[config.mk]
export PLATFORM = sky130hd
export DESIGN_NAME = jk_excite_driver
export DESIGN_NICKNAME = d
export VERILOG_FILES = /design/src/rtl/jk_pkg.sv /design/src/rtl/jk_excite_cell.sv /design/src/rtl/jk_excite_driver.sv
export SDC_FILE = /design/constraint.sdc
export NUM_CORES = 1
export LEC_CHECK = 0
export BUFFER_PORTS_ARGS = -buffer_cell sky130_fd_sc_hd__clkbuf_2
export CAP_MARGIN = 5
export CORE_MARGIN = 4
export CORE_UTILIZATION = 53
export DETAILED_ROUTE_END_ITERATION = 12
export MAX_ROUTING_LAYER = met4
export PLACE_DENSITY = 0.85
export SLEW_MARGIN = 40
export SYNTH_ARGS = -nofsm -noshare
export SYNTH_HDL_FRONTEND = slang
export SYNTH_SLANG_ARGS = --single-unit
[constraint.sdc]
create_clock -name Clock -period 3.53 [get_ports Clock]
set_input_delay 0.353 -clock Clock [delete_from_list [all_inputs] [get_ports Clock]]
set_output_delay 0.353 -clock Clock [all_outputs]
set_load 0.02 [all_outputs]
[src/rtl/jk_pkg.sv]
// rtl/jk_pkg.sv - shared types and excitation codes for the JK excitation driver
// Build option JK_TOGGLE_EN selects the toggle excitation form in jk_excite_cell.
package jk_pkg;

  // Controller phases: idle, one-cycle J/K pulse, one-cycle readback compare
  typedef enum logic [1:0] {
    IDLE   = 2'd0,
    DRIVE  = 2'd1,
    VERIFY = 2'd2
  } jkState_t;

  // Excitation codes, packed as {J, K}
  localparam logic [1:0] JK_HOLD   = 2'b00;
  localparam logic [1:0] JK_RESET  = 2'b01;
  localparam logic [1:0] JK_SET    = 2'b10;
  localparam logic [1:0] JK_TOGGLE = 2'b11;

  // Width of the retry counter; a zero-retry build still gets a 1-bit port
  function automatic int retryWidth(input int maxRetry);
    return (maxRetry < 1) ? 1 : $clog2(maxRetry + 1);
  endfunction

endpackage

[src/rtl/jk_excite_cell.sv]
// rtl/jk_excite_cell.sv - per-bit (q,t) to {J,K} excitation mapping
// Build option JK_TOGGLE_EN: differing bits are driven with J=K=1 instead of set/reset.
module jk_excite_cell
  import jk_pkg::*;
(
  input  logic q,
  input  logic t,
  output logic j,
  output logic k
);

  logic [1:0] jkCode;

  // Choose the excitation that carries the flop from q to t in one clock
  always_comb begin
    jkCode = JK_HOLD;
`ifdef JK_TOGGLE_EN
    if (q != t) begin
      jkCode = JK_TOGGLE;
    end
`else
    case ({q, t})
      2'b01:   jkCode = JK_SET;
      2'b10:   jkCode = JK_RESET;
      default: jkCode = JK_HOLD;
    endcase
`endif
  end

  assign j = jkCode[1];
  assign k = jkCode[0];

endmodule

[src/rtl/jk_excite_driver.sv]
// rtl/jk_excite_driver.sv - drives an external JK flop bank to a target word with verify and retry
// Build option JK_TOGGLE_EN: toggle excitation form (handled inside jk_excite_cell).
module jk_excite_driver
  import jk_pkg::*;
#(
  parameter int WIDTH     = 4,
  parameter int MAX_RETRY = 3
) (
  input  logic                                 Clock,
  input  logic                                 ClrN,
  input  logic                                 start,
  input  logic [WIDTH-1:0]                     target,
  input  logic [WIDTH-1:0]                     q_fb,
  output logic [WIDTH-1:0]                     J,
  output logic [WIDTH-1:0]                     K,
  output logic                                 busy,
  output logic                                 done,
  output logic                                 err,
  output logic [retryWidth(MAX_RETRY)-1:0]     retries
);

  localparam int RW = retryWidth(MAX_RETRY);
  localparam logic [RW-1:0] RETRY_LIMIT = RW'(MAX_RETRY);

  jkState_t         state;
  logic [WIDTH-1:0] targetR;
  logic [WIDTH-1:0] exciteT;
  logic [WIDTH-1:0] jNext;
  logic [WIDTH-1:0] kNext;

  // A fresh request excites toward the live target; a retry toward the latched one
  assign exciteT = (state == IDLE) ? target : targetR;

  genvar gi;
  generate
    for (gi = 0; gi < WIDTH; gi++) begin : gCell
      jk_excite_cell uCell (
        .q (q_fb[gi]),
        .t (exciteT[gi]),
        .j (jNext[gi]),
        .k (kNext[gi])
      );
    end
  endgenerate

  // Request FSM: J/K are nonzero only for the single DRIVE cycle, status pulses last one cycle
  always_ff @(posedge Clock or negedge ClrN) begin
    if (!ClrN) begin
      state   <= IDLE;
      targetR <= '0;
      J       <= '0;
      K       <= '0;
      busy    <= 1'b0;
      done    <= 1'b0;
      err     <= 1'b0;
      retries <= '0;
    end else begin
      J    <= '0;
      K    <= '0;
      done <= 1'b0;
      err  <= 1'b0;
      case (state)
        IDLE: begin
          if (start) begin
            targetR <= target;
            retries <= '0;
            J       <= jNext;
            K       <= kNext;
            busy    <= 1'b1;
            state   <= DRIVE;
          end
        end
        DRIVE: begin
          state <= VERIFY;
        end
        VERIFY: begin
          if (q_fb == targetR) begin
            done  <= 1'b1;
            busy  <= 1'b0;
            state <= IDLE;
          end else if (retries < RETRY_LIMIT) begin
            retries <= retries + RW'(1);
            J       <= jNext;
            K       <= kNext;
            state   <= DRIVE;
          end else begin
            err   <= 1'b1;
            busy  <= 1'b0;
            state <= IDLE;
          end
        end
        default: begin
          busy  <= 1'b0;
          state <= IDLE;
        end
      endcase
    end
  end

endmodule
==> out/qor.yml <==
clock_path_buffers: 2
critPathKind: "reg -> reg"
fin_tns_setup_ns: 0
cts_tree: "done"
die_y_um: 47.86
yosysTopAreaCellShare: 0.5646
port-buffer-count: 23
wire_per_inst_um: 13.05
synth_xor_area_frac: 0.04160
diodes: 0
cts_setup_buffers: 0
cts_max_level: 1
syn_area_per_cell_um2: 12.20
period_share: 0.4752
area_delta_synth_final_pct: 17.68
grt_pass1_wl_um: 2408
drtIter0Drc: 5
routabilityCongestion: 0.7741
required_ns: 3.71
cts-hold-fix-buffers: 1
drive_gt1_frac: 0.3789
critPathLaunchType: "flip-flop"
clockRootBuffer: "clkbuf_4"
yosys.area_share.simple: 0.1842
ys_ff_latch: 19
synth_mux_area_frac: 0.1129
fill_cells: 130
rows: 14
overflow: 0
final_common_cell: "clkbuf_2"
irDropWorstVdd_uv: 387.5
drt_first_pass_iters: 3
synth_largest_area_cell: "dfrtp_1"
status: "completed"
routed_wl_um: 1449
report.final.slew_viol_count: 0
cap_violations: 0
pin_count: 24
hp-class: "in -> reg"
p_leak_uw: 0.0005175
end_kind: "flip-flop"
synthCells: 69
ys_warn_count: 0
fmax_ghz: 0.5962
netlist_area_um2: 842.1
cts-buffers-inserted: 3
postLayoutCoreUtil: 0.6578
via_per_inst: 5.162
grt_pass1_vias: 561
synth_top_family_by_area: "simple AND/OR/NAND/NOR gates"
drc: 0
clock_latency_ns: 0.30
ys_types: 22
synth_fp_nets: 81
grtUsageTotal: 0.1673
antenna_found_initial: 0
tightest_slew_ns: 0.4530
hpwl_um: 1078
grt_max_degree: 20
final_hold_viol_count: 0
drtAntennaViolNets: 0
rsz0062_at_grt: "false"
relSlewSlack: 0.6980
setup_violations: 0
power_density_nw_per_um2: 806.7
cts_resized: 0
dieArea_um2: 2291
cp_max_fo: 9
synth_compound_area_frac: 0.04160
fin_skew_ns: 0.004573
vias: 573
final_cell_mix: "23 x clkbuf_2, 19 x dfrtp_1, 8 x nand2_1, 7 x nor2_1, 5 x mux2i_1"
cts_sinks: 19
core-area_um2: 1506
worstPathArrival_ns: 1.85
chipWidth_um: 47.86
min_period_ns: 1.677
start_util: 0.5590
yosys.area_share.adder: 0.01486
ys_top_cells_by_area: "dfrtp_1 56%, mux2i_1 5.9%, mux2_2 5.3%"
cts.reportedPaths.clkPinSlew_ns: 0.10
nets: 108
synth-seq-area-share: 0.5646
## metal layers
layer  GRT usage  vias up  part of all wire
li1            -      289                 -
met1      0.1745      264              0.39
met2      0.2691       15              0.51
met3     0.04887        5             0.061
met4      0.1129        0             0.031
met5           -        -                 0
## power by group
group | total, µW | switching, µW | internal [µW]
registers | 344 | 54.9 | 289
clock network | 107 | 63.0 | 44.0
logic | 348 | 210 | 138
## cells in the mapped netlist
master,count
dfrtp_1,19
nand2_1,8
nor2_1,7
mux2i_1,5
mux2_2,4
nor3_2,4
xor2_1,4
inv_1,3
buf_6,2
a21oi_1,1
and2_1,1
and3_1,1
ha_1,1
nand3_1,1
nor2_2,1
nor3b_1,1
nor4_4,1
o211ai_1,1
o22ai_1,1
o31a_1,1
o31ai_1,1
or3_1,1
## cell type report
cell class | instances | area (µm²) | share of cell area
Tap cell | 16 | 20.02 | 0.02020
Clock buffer | 4 | 26.28 | 0.02652
Multi-Input combinational cell | 45 | 332.8 | 0.3359
Inverter | 3 | 11.26 | 0.01136
Sequential cell | 19 | 475.5 | 0.4798
Timing Repair Buffer | 24 | 125.1 | 0.1263
## logic make-up (layout without fill, tap and decap cells)
family | Yosys count | after routing
AOI/OAI and AO/OA | 5 | 5
xor gates and xnor gates | 4 | 4
adders and majority gates | 1 | 1
buffers and inverters | 5 | 31
DFF | 19 | 19
muxes | 9 | 9
and+or+nand+nor | 26 | 26
## sequential cells by signal, summed over array words and instances, names as in the netlist
signal and count:
err 1, busy 1, K 4, state 2, done 1, retries 2, targetR 4, J 4
## critical path: stages (launching register included)
cell and delay, ns:
dfrtp_1 0.42, xor2_1 0.19, nor4_4 0.38, o31a_1 0.47
nor2_1 0.10
## path summary, 6_finish.rpt
check | cells after the start | to | slack, ns | startpoint
min in group asynchronous | 2 | targetR[2] | 0.55 | ClrN
worst min-delay path | 2 | J[1] | 0.25 | q_fb[1]
max in group asynchronous | 2 | busy | 2.67 | ClrN
worst min register to register | 1 | targetR[3] | 0.56 | targetR[3]
worst max register to register | 4 | K[3] | 1.85 | targetR[2]
worst max-delay path | 4 | K[3] | 1.85 | targetR[2]
## stage by stage
stage | std cells | total power (µW) | worst slack [ns] | area, µm² | hold slack (ns)
after floorplan | 69 | 634.2 | 2.139 | 842.1 | 0.05741
after CTS | 111 | 807.3 | 1.842 | 991.0 | 0.2441
after global routing | 111 | 866.8 | 1.729 | 991.0 | 0.2261
after detailed placement | 106 | 699.2 | 1.786 | 954.7 | 0.3219
after global placement | 106 | 687.7 | 1.867 | 954.7 | 0.3197
final | 111 | 799.4 | 1.853 | 991.0 | 0.2464
Power figures use the tool's default switching activity.
